--- src/rtl/idex_skid_pipe.sv ---
// ID/EX pipeline register with valid/ready handshake, optional two-entry skid
// buffer, flush-to-bubble, and a saturating stall-cycle counter.
module idex_skid_pipe #(
   parameter int unsigned       CTRL_W   = 24,
   parameter int unsigned       DATA_W   = 111,
   parameter logic [CTRL_W-1:0] CTRL_RST = '0,
   parameter bit                SKID     = 1'b1,
   parameter int unsigned       CNT_W    = 16
) (
   input  logic              CLOCK,
   input  logic              RESET,
   input  logic              flush,
   input  logic              in_valid,
   output logic              in_ready,
   input  logic [CTRL_W-1:0] in_ctrl,
   input  logic [DATA_W-1:0] in_data,
   output logic              out_valid,
   input  logic              out_ready,
   output logic [CTRL_W-1:0] out_ctrl,
   output logic [DATA_W-1:0] out_data,
   output logic [1:0]        occupancy,
   output logic [CNT_W-1:0]  stall_cycles
);

   // Encoding doubles as the occupancy count.
   typedef enum logic [1:0] {
      EMPTY = 2'd0,
      ONE   = 2'd1,
      TWO   = 2'd2
   } state_e;

   state_e             state_q, state_d;
   logic [CTRL_W-1:0]  mainCtrl_q, mainCtrl_d;
   logic [DATA_W-1:0]  mainData_q, mainData_d;
   logic [CTRL_W-1:0]  skidCtrl_q, skidCtrl_d;
   logic [DATA_W-1:0]  skidData_q, skidData_d;
   logic [CNT_W-1:0]   stallCnt_q, stallCnt_d;
   logic               inFire;
   logic               outFire;

   assign out_valid = (state_q != EMPTY);
   assign inFire    = in_valid && in_ready;
   assign outFire   = out_valid && out_ready;

   // Control bundle is forced to the bubble value when nothing is held, so
   // EX never acts on stale write enables.
   assign out_ctrl     = out_valid ? mainCtrl_q : CTRL_RST;
   assign out_data     = mainData_q;
   assign occupancy    = state_q;
   assign stall_cycles = stallCnt_q;

   always_comb begin
      state_d    = state_q;
      mainCtrl_d = mainCtrl_q;
      mainData_d = mainData_q;
      skidCtrl_d = skidCtrl_q;
      skidData_d = skidData_q;
      if (flush) begin
         // Any same-edge output transfer already happened at EX; an input
         // transfer is dropped because upstream is flushed too.
         state_d = EMPTY;
      end else begin
         case (state_q)
            EMPTY: begin
               if (inFire) begin
                  state_d    = ONE;
                  mainCtrl_d = in_ctrl;
                  mainData_d = in_data;
               end
            end
            ONE: begin
               if (inFire && outFire) begin
                  mainCtrl_d = in_ctrl;
                  mainData_d = in_data;
               end else if (inFire) begin
                  // Only reachable with the skid entry present.
                  state_d    = TWO;
                  skidCtrl_d = in_ctrl;
                  skidData_d = in_data;
               end else if (outFire) begin
                  state_d = EMPTY;
               end
            end
            TWO: begin
               if (outFire) begin
                  state_d    = ONE;
                  mainCtrl_d = skidCtrl_q;
                  mainData_d = skidData_q;
               end
            end
            default: state_d = EMPTY;
         endcase
      end
   end

   always_comb begin
      stallCnt_d = stallCnt_q;
      if (out_valid && !out_ready && (stallCnt_q != {CNT_W{1'b1}})) begin
         stallCnt_d = stallCnt_q + 1'b1;
      end
   end

   always_ff @(posedge CLOCK) begin
      if (RESET) begin
         state_q    <= EMPTY;
         mainCtrl_q <= CTRL_RST;
         mainData_q <= '0;
         skidCtrl_q <= CTRL_RST;
         skidData_q <= '0;
         stallCnt_q <= '0;
      end else begin
         state_q    <= state_d;
         mainCtrl_q <= mainCtrl_d;
         mainData_q <= mainData_d;
         skidCtrl_q <= skidCtrl_d;
         skidData_q <= skidData_d;
         stallCnt_q <= stallCnt_d;
      end
   end

   generate
      if (SKID) begin : gSkid
         // Registered ready: cuts the out_ready -> in_ready path.
         logic inReady_q;
         always_ff @(posedge CLOCK) begin
            if (RESET) begin
               inReady_q <= 1'b0;
            end else begin
               inReady_q <= (state_d != TWO);
            end
         end
         assign in_ready = inReady_q;
      end else begin : gNoSkid
         assign in_ready = (state_q == EMPTY) || out_ready;
      end
   endgenerate

endmodule

--- config.mk ---
export PLATFORM = sky130hd
export DESIGN_NAME = idex_skid_pipe
export DESIGN_NICKNAME = d
export VERILOG_FILES = /design/src/rtl/idex_skid_pipe.sv
export SDC_FILE = /design/constraint.sdc
export NUM_CORES = 1
export LEC_CHECK = 0
export ABC_AREA = 1
export ABC_CLOCK_PERIOD_IN_PS = 2100
export BUFFER_PORTS_ARGS = -buffer_cell sky130_fd_sc_hd__buf_4
export CORE_ASPECT_RATIO = 0.7
export CORE_MARGIN = 2
export CORE_UTILIZATION = 30
export CTS_CLUSTER_SIZE = 28
export DETAILED_ROUTE_END_ITERATION = 10
export PLACE_DENSITY = 0.48
export SYNTH_ARGS = -nofsm -noshare
export SYNTH_HDL_FRONTEND = slang
export SYNTH_SLANG_ARGS = --single-unit
--- constraint.sdc ---
create_clock -name CLOCK -period 2.1 [get_ports CLOCK]
set_input_delay 0.315 -clock CLOCK [delete_from_list [all_inputs] [get_ports CLOCK]]
set_output_delay 0.315 -clock CLOCK [all_outputs]
set_load 0.01 [all_outputs]
==> impl_metrics.yaml, run 1 <==
clock_network:
  htree_levels: 1
  insertion_delay_ns: 0.58
  cts_made_buffers: 31
  clk_path_buf_depth: 3
  tritoncts: "built"
  root_buffer: "clkbuf_16"
  cts_sinks: 289
  path_clk_slew_ns: 0.06
  cts_setup_buffers: 0
final_layout:
  instances_no_fill: 2470
  postLayoutCoreUtil_pct: 40.3
  postLayoutCellArea_mm2: 0.0160
  layout-drive-gt1-share_pct: 19.6
  num-fill-cells: 4195
  syn_to_final_growth_pct: 32.9
  final_nets: 2046
route:
  antenna_left: 0
  wirelength_um: 34200
  wl_per_cell_um: 13.9
  drt_iter0_drc: 525
  routed_via_density: 4.44
  drc: 0
  vias: 10961
  dr.pass1.iters: 5
synth:
  ys_seq_elements: 289
  syn_avg_cell_area_um2: 7.25
  syn_inst: 1661
  synth_area_leaders: "dfxtp_1 48%, o21ai_0 14%, a21oi_1 12%"
  yosys.area.top_type_share_pct: 48.0
  syn_area_mm2: 0.0121
  syn-num-nets: 1802
  yosysMostFrequentCell: "o21ai_0"
  async_flop_share_pct: 0
  synth_cell_types: 24
  yosys_warnings: 0
  synth_top_cells_by_count: "330 x o21ai_0, 289 x dfxtp_1, 284 x a21oi_1, 284 x inv_1, 181 x nand2_1"
  yosysTopAreaCell: "dfxtp_1"
  synth-edff-count: 0
  ys_seq_area_share_pct: 48.0
  ys.flop_type: "dfxtp_1"
timing:
  period_needed_ns: 1.95
  hold_viol: 0
  finalClockSkew_ns: 0.0136
  fin_crit_sh_pct: 93.0
  fmax_mhz: 512
  fin_setup_tns_ns: 0
  setup_violations: 0
  slew_headroom_pct: 61.9
  holdWs_ns: 0.0279
  rsz0062_at_grt: "false"
  worst_pin_slew_ns: 0.572
  maxSlewViolCount: 0
grt:
  antenna_found_initial: 8
  grt_pass1_vias: 10115
  grt_remaining_overflow: 0
  groute.usage.overall_pct: 15.9
  grt_pass1_wl_um: 54200
  grt_max_degree: 113
placement:
  portBuffers: 294
  dp.cells: 2394
  placed_area_mm2: 0.0148
  place_hpwl_um: 23000
  gp_congestion: 0.802
die:
  die_y_um: 172
  start_util_pct: 30.4
  die_area_mm2: 0.0418
  core_area_mm2: 0.0397
  die_w_um: 244
  placement_rows: 61
  io_pins: 295
power_and_ir_drop:
  power_frac_clock_pct: 46.1
  comb_power_share_pct: 8.9
  seq_power_share_pct: 45.0
  internal_power_mw: 9.72
  p_leak_nw: 6.50
  p_switching_mw: 2.99
  switching_share_pct: 23.5
  powerDensity_mw_per_mm2: 794
  max-vdd-ir-drop_mv: 0.645
critical_path:
  start_kind: "flip-flop"
  crit_type: "flip-flop to primary output"
  worst_ep_required_time_ns: 1.78
  critPathMaxFanout: 25
  cp-end-kind: "primary output"
  r2r_setup_slack_ns: 0.32
  worstPathArrival_ns: 1.64
job:
  maxCapViolations: 0
hold_path:
  hold_path.class: "primary input to flip-flop"
run_status:
  status: "finished clean"
critical path, cell delays in order (launching register included):
cell and delay, ns:
dfxtp_2 0.38, nor2_4 0.18, buf_6 0.26, nor2_1 0.09, buf_4 0.15
power groups by stage:
stage	Combinational (mW)	Clock, mW	Sequential [mW]
3_3_place_gp	1.12	0	5.84
2_1_floorplan	0.486	0	5.88
3_5_place_dp	1.13	0	5.84
5_1_grt	1.29	6.30	5.74
6_report	1.13	5.86	5.72
4_1_cts	1.16	6.06	5.72
final timing paths:
kind | cells after the start | start | to
max | 4 | occupancy[1]$_SDFF_PP0_ | out_ctrl[23]
min | 3 | in_data[8] | skidData_q[8]$_SDFFE_PP0P_
min reg2reg | 2 | out_data[19]$_SDFFE_PP0P_ | out_data[19]$_SDFFE_PP0P_
max reg2reg | 6 | occupancy[0]$_SDFF_PP0_ | skidCtrl_q[12]$_SDFFE_PP0P_
cells by family (layout without fill, tap and decap cells):
logic type | count (synthesis) | in the layout | synth area share (%)
buf+inv | 407 | 675 | 13.6
flops | 289 | 289 | 48.0
fa+ha+maj | 1 | 1 | 0.104
simple gates | 267 | 267 | 9.17
compound gates | 690 | 690 | 28.7
other cells | 0 | 6 | 0
xor+xnor | 7 | 7 | 0.509
sequential cells by signal, indices dropped and copies added (netlist names):
name	cells
occupancy	2
skidCtrl_q	24
mainCtrl_q	24
stall_cycles	16
out_data	111
in_ready	1
skidData_q	111
routing by layer:
layer	GRT usage, %	part of all wire, %
met5	0	0.067
met4	5.30	2.9
met3	4.24	5.9
met2	24.2	43
met1	21.8	48
area by class of cell:
cell class	count	area [um^2]	area share, %
inverters	285	1080	6.73
clock inverters	12	191	1.20
repair buffers	333	2720	17.0
clock buffers	45	888	5.55
diodes	6	15.0	0.0938
flip-flops and latches	289	5790	36.1
multi-input cells	965	4660	29.1
well taps	535	669	4.18
cells in the final DEF, fill, tap and decap left out, types with 3 or more instances in the layout:
cell           netlist  final
o21ai_0            330    330
nand2_1            181    181
clkbuf_1            66      8
dfxtp_1            289    288
nand3_1             20     20
dlygate4sd3_1        0     13
inv_1              284    283
a21oi_1            284    284
nor2_1              51     51
buf_4                8    304
xor2_1               4      4
diode_2              0      6
bufinv_16            0      5
clkbuf_16            0     31
clkbuf_8             0      6
xnor2_1              3      3
nand4_1              5      5
buf_12               0     15
o21ai_1             76     76
clkinv_2             0      5
per-stage QoR:
step                power, mW  setup WS, ns
finish                   12.7         0.146
detailed placement       6.97         0.303
CTS                      12.9        0.0833
global route             13.3        0.0350
floorplan                6.37         0.534
global placement         6.96         0.328
what timing repair did:
item	4_1_cts	5_1_grt
hold buffers	13	0
setup endpoints to repair	25	0
hold endpoints to repair	13	0
resized for setup	2	0
Power figures use the tool's default switching activity.
==> run 2, diff against run 1 <==
--- a/config.mk
+++ b/config.mk
@@ -8,6 +8,7 @@
 export ABC_AREA = 1
 export ABC_CLOCK_PERIOD_IN_PS = 2100
 export BUFFER_PORTS_ARGS = -buffer_cell sky130_fd_sc_hd__buf_4
+export CAP_MARGIN = 20
 export CORE_ASPECT_RATIO = 0.7
 export CORE_MARGIN = 2
 export CORE_UTILIZATION = 30
==> constraint.sdc (replaced) <==
create_clock -name CLOCK -period 2.1 [get_ports CLOCK]
set_input_delay 0.63 -clock CLOCK [delete_from_list [all_inputs] [get_ports CLOCK]]
set_output_delay 0.63 -clock CLOCK [all_outputs]
set_load 0.01 [all_outputs]
==> run 2 against run 1 <==
Against the previous run:
- the run now ends with negative setup slack left
- die area unchanged
- register-to-register slack got worse by 0.03 ns
- flip-flop and latch count unchanged
- clock skew hardly changed
- sequential power about the same
- first-iteration DRC count down 3.8%
- combinational power barely moved
- clock-buffer cell count rose by 2
- final cell count about the same
- critical path depth increased by 1
- critical endpoint is now out_ctrl[11]
- highest routed layer is now met4
==> impl_metrics.yaml, run 2 (synthesis gave the netlist of run 1 again) <==
timing:
  fin_crit_sh_pct: 102
  maxSlewViolCount: 0
  rsz0062_at_grt: "true"
  worst_pin_slew_ns: 0.481
  fmax_mhz: 466
  setup_ws_ns: -0.0456
  finalClockSkew_ns: 0.0135
  period_needed_ns: 2.15
  slew_headroom_pct: 68.0
  setup_violations: 21
  hold_viol: 0
critical_path:
  critPathMaxFanout: 6
  crit_type: "flip-flop to primary output"
  cp-end-kind: "primary output"
  start_kind: "flip-flop"
  worstPathArrival_ns: 1.52
  worst_ep_required_time_ns: 1.47
die:
  io_pins: 295
  die_area_mm2: 0.0418
  placement_rows: 61
  die_w_um: 244
  start_util_pct: 30.4
  die_y_um: 172
  core_area_mm2: 0.0397
grt:
  grt_max_degree: 115
  grt_remaining_overflow: 0
  grt_pass1_wl_um: 53800
  groute.usage.overall_pct: 15.8
  antenna_found_initial: 1
  grt_pass1_vias: 9919
route:
  antenna_left: 0
  routed_via_density: 4.49
  vias: 11101
  drc: 0
  wirelength_um: 34600
  wl_per_cell_um: 14.0
  dr.pass1.iters: 5
  drt_iter0_drc: 505
power_and_ir_drop:
  powerDensity_mw_per_mm2: 780
  power_mw: 12.6
  seq_power_share_pct: 45.3
  max-vdd-ir-drop_mv: 0.755
  p_leak_nw: 6.57
  switching_share_pct: 23.6
  comb_power_share_pct: 9.1
  power_frac_clock_pct: 45.6
  p_switching_mw: 2.98
  internal_power_mw: 9.64
final_layout:
  syn_to_final_growth_pct: 34.3
  layout-drive-gt1-share_pct: 21.7
  multi_input_area_mm2: 0.00474
  instances_no_fill: 2471
  final_cell_mix: "330 x o21ai_0, 308 x buf_4, 287 x dfxtp_1"
  seq_area_mm2: 0.00579
  mostFrequentLayoutCell: "o21ai_0"
  num-fill-cells: 4091
  postLayoutCellArea_mm2: 0.0162
  final_nets: 2051
clock_network:
  tritoncts: "built"
  cts_sinks: 289
  clk_path_buf_depth: 3
  cts_made_buffers: 31
  path_clk_slew_ns: 0.06
  htree_levels: 1
  root_buffer: "clkbuf_16"
  insertion_delay_ns: 0.57
  holdBufCountCts: 0
placement:
  place_hpwl_um: 23300
  portBuffers: 294
  gp_congestion: 0.785
  placed_area_mm2: 0.0149
  dp.cells: 2404
hold_path:
  hold_path.class: "primary input to flip-flop"
job:
  maxCapViolations: 0
run_status:
  status: "complete, but fails checks"
  violations: "negative setup slack"
==> run 2: final cells by class <==
type                       count  share of cell area [%]
timing repair buffer         338                    17.4
inverter                     285                    6.66
tap                          535                    4.14
clock inverter                11                   0.827
antenna                        1                  0.0155
multi-input combinational    965                    29.3
clock buffer                  47                    5.85
sequential                   289                    35.8
==> run 2: metrics by stage <==
| stage | utilization [%] | setup slack [ns] | setup TNS [ns] | hold WS (ns) |
|---|---|---|---|---|
| 2_1_floorplan | - | 0.431 | 0 | 0.425 |
| 3_3_place_gp | 37.4 | 0.171 | 0 | 0.431 |
| 3_5_place_dp | 37.4 | 0.134 | 0 | 0.436 |
| 4_1_cts | 40.2 | -0.0960 | -1.88 | 0.299 |
| 5_1_grt | 40.8 | -0.106 | -2.16 | 0.325 |
| 6_report | 40.8 | -0.0456 | -0.673 | 0.343 |
==> run 2: worst paths after layout <==
kind                                                  start                     endpoint  slack, ns  cells after the start
worst max-delay path                occupancy[0]$_SDFF_PP0_                 out_ctrl[11]      -0.05                      5
worst min-delay path                            in_data[84]  skidData_q[84]$_SDFFE_PP0P_       0.34                      3
worst max register to register      occupancy[1]$_SDFF_PP0_  mainCtrl_q[17]$_SDFFE_PP0P_       0.29                      9
worst min register to register  skidData_q[37]$_SDFFE_PP0P_  skidData_q[37]$_SDFFE_PP0P_       0.44                      2
==> run 2: power groups by stage <==
stage | clock network [mW] | registers (mW) | logic [mW]
finish | 5.75 | 5.72 | 1.15
global route | 6.22 | 5.73 | 1.29
CTS | 5.99 | 5.72 | 1.14
detailed placement | 0 | 5.84 | 1.14
global placement | 0 | 5.84 | 1.12
floorplan | 0 | 5.88 | 0.486
==> run 2: per-layer routing <==
layer  routed length, um  vias to the layer above  global-route usage [%]
met5                   0                        -                       0
met4                 676                        0                    3.63
met3                2060                       39                    4.23
met2               15400                      190                    24.9
met1               16500                     5005                    21.7
li1                    -                     5867                       -
==> run 2: what timing repair did <==
action	in CTS	in global routing
cloned	0	3
pin swaps	1	1
setup buffers	1	4
setup endpoints to repair	26	25
resized for setup	2	38
==> run 2: worst max-delay path, stage by stage, from the launching register on <==
cell	delay (ns)
dfxtp_4	0.36
nor2_4	0.12
buf_12	0.14
clkbuf_16	0.18
nor2_4	0.04
buf_6	0.11
==> run 3, diff against run 2 <==
==> constraint.sdc (replaced) <==
create_clock -name CLOCK -period 2.1 [get_ports CLOCK]
set_input_delay 0.21 -clock CLOCK [delete_from_list [all_inputs] [get_ports CLOCK]]
set_output_delay 0.21 -clock CLOCK [all_outputs]
set_load 0.01 [all_outputs]
==> run 3 against run 2 <==
Against the previous run:
- the run now ends clean
- critical path depth shrank 1
- flip-flop and latch count did not move
- critical path type unchanged
- utilization grew 2.7 points
- final cell count grew 5.1%
- clock-buffer cell count rose by 3
- setup slack better by 0.24 ns
- global-route usage rose by 0.42 points
- clock power is 2% higher
- total power rose by 2.2%
- wire length increased by 1.2%
- sequential power about the same
==> impl_metrics.yaml, run 3 (synthesis gave the netlist of run 1 again) <==
run_status:
  status: "finished clean"
placement:
  place_hpwl_um: 23200
  gp_congestion: 0.807
  portBuffers: 294
final_layout:
  final_nets: 2174
  num-fill-cells: 4078
  mostFrequentLayoutCell: "o21ai_0"
  postLayoutCoreUtil_pct: 43.5
  final_cell_mix: "330 x o21ai_0, 313 x buf_4, 288 x dfxtp_1"
  layout-drive-gt1-share_pct: 18.9
  syn_to_final_growth_pct: 43.2
route:
  dr.pass1.iters: 5
  vias: 11564
  routed_via_density: 4.45
  drt_iter0_drc: 517
  wirelength_um: 35000
  wl_per_cell_um: 13.5
  drc: 0
  antenna_left: 0
die:
  core_area_mm2: 0.0397
  die_w_um: 244
  start_util_pct: 30.4
  placement_rows: 61
  io_pins: 295
  die_area_mm2: 0.0418
  die_y_um: 172
power_and_ir_drop:
  powerDensity_mw_per_mm2: 747
  p_leak_nw: 7.03
  max-vdd-ir-drop_mv: 0.436
timing:
  period_needed_ns: 1.91
  fin_crit_sh_pct: 90.9
  rsz0062_at_grt: "false"
  finalClockSkew_ns: 0.0207
  worst_pin_slew_ns: 0.500
  setup_violations: 0
  slew_headroom_pct: 66.7
  hold_viol: 0
  fmax_mhz: 524
  holdWs_ns: 0.0168
  maxSlewViolCount: 0
  fin_setup_tns_ns: 0
critical_path:
  cp_cell_sequence: "nor2_4, buf_4, nor2_1, buf_4"
  worst_path_largest_cell_delay_ns: 0.39
  cp_slowest_cell: "dfxtp_2"
  cp-end-kind: "primary output"
  crit_type: "flip-flop to primary output"
  rr_endpoint: "skidData_q[37]$_SDFFE_PP0P_"
  crit_top_cell: "buf_4"
  critPathMaxFanout: 25
  r2r_setup_slack_ns: 0.31
  worst_ep_required_time_ns: 1.89
  start_kind: "flip-flop"
  rr_worst_depth: 6
  crit_start: "occupancy[1]$_SDFF_PP0_"
  crit-reg2reg-launch: "occupancy[0]$_SDFF_PP0_"
  worstPathArrival_ns: 1.70
  endpoint: "out_ctrl[13]"
clock_network:
  cts_setup_buffers: 0
  insertion_delay_ns: 0.52
  htree_levels: 2
  root_buffer: "clkbuf_16"
  tritoncts: "built"
  clk_path_buf_depth: 3
  cts_sinks: 289
  cts_made_buffers: 34
  path_clk_slew_ns: 0.06
grt:
  busiest_layer: "met2"
  grt_remaining_overflow: 0
  use_met1_pct: 22.4
  grt_pass1_wl_um: 55300
  antenna_found_initial: 6
  grt_max_degree: 85
  use_met2_pct: 25.5
  met3_usage_pct: 3.65
  groute.usage.overall_pct: 16.3
  grt_pass1_vias: 10584
hold_path:
  hold-path-cell-count: 3
  hold_path.class: "primary input to flip-flop"
job:
  maxCapViolations: 0
run 3: report_power, final:
part | internal, mW | total, mW | switching, mW
clock | 3.50 | 5.85 | 2.35
sequential | 5.64 | 5.72 | 0.0827
combinational | 0.686 | 1.32 | 0.630
run 3: through the flow:
step	cell area (um^2)	total power [mW]	instances	setup slack [ns]
6_report	17300	12.9	2597	0.191
5_1_grt	17300	13.5	2596	0.0947
4_1_cts	17200	13.1	2590	0.0558
3_5_place_dp	14800	6.97	2400	0.263
3_3_place_gp	14800	6.96	2400	0.295
2_1_floorplan	12100	6.37	1661	0.534
run 3: timing repair:
item                                    CTS  global route
hold endpoints to repair                138             0
resized for setup                         0             1
hold buffers                            132             0
endpoints found under the setup margin    0             6
run 3: worst min path at each step:
stage	start	to
finish	in_data[28]	skidData_q[28]$_SDFFE_PP0P_
global route	in_data[33]	skidData_q[33]$_SDFFE_PP0P_
CTS	in_data[28]	skidData_q[28]$_SDFFE_PP0P_
detailed placement	out_data[105]$_SDFFE_PP0P_	out_data[105]$_SDFFE_PP0P_
global placement	skidData_q[94]$_SDFFE_PP0P_	skidData_q[94]$_SDFFE_PP0P_
floorplan	RESET	in_ready$_SDFF_PP0_
run 3: worst max-delay path, delay by kind of cell (launching register included):
kind	cells	cell delay [ns]
AND/OR/NAND/NOR	2	0.27
buffers and inverters	2	0.50
flip-flops	1	0.39
run 3: routing by layer:
layer / vias up / wire length [um]
met4: 0 / 826
met5: - / 0
li1: 6118 / -
met2: 229 / 15200
met1: 5171 / 17200
met3: 46 / 1800
run 3: area by class of cell:
class	instances	area, um^2	area share (%)
Clock inverter	8	91.3	0.529
Antenna cell	7	17.5	0.102
Inverter	285	1080	6.24
Clock buffer	50	1020	5.92
Timing Repair Buffer	458	3930	22.8
Tap cell	535	669	3.88
Multi-Input combinational cell	965	4660	27.0
Sequential cell	289	5790	33.5
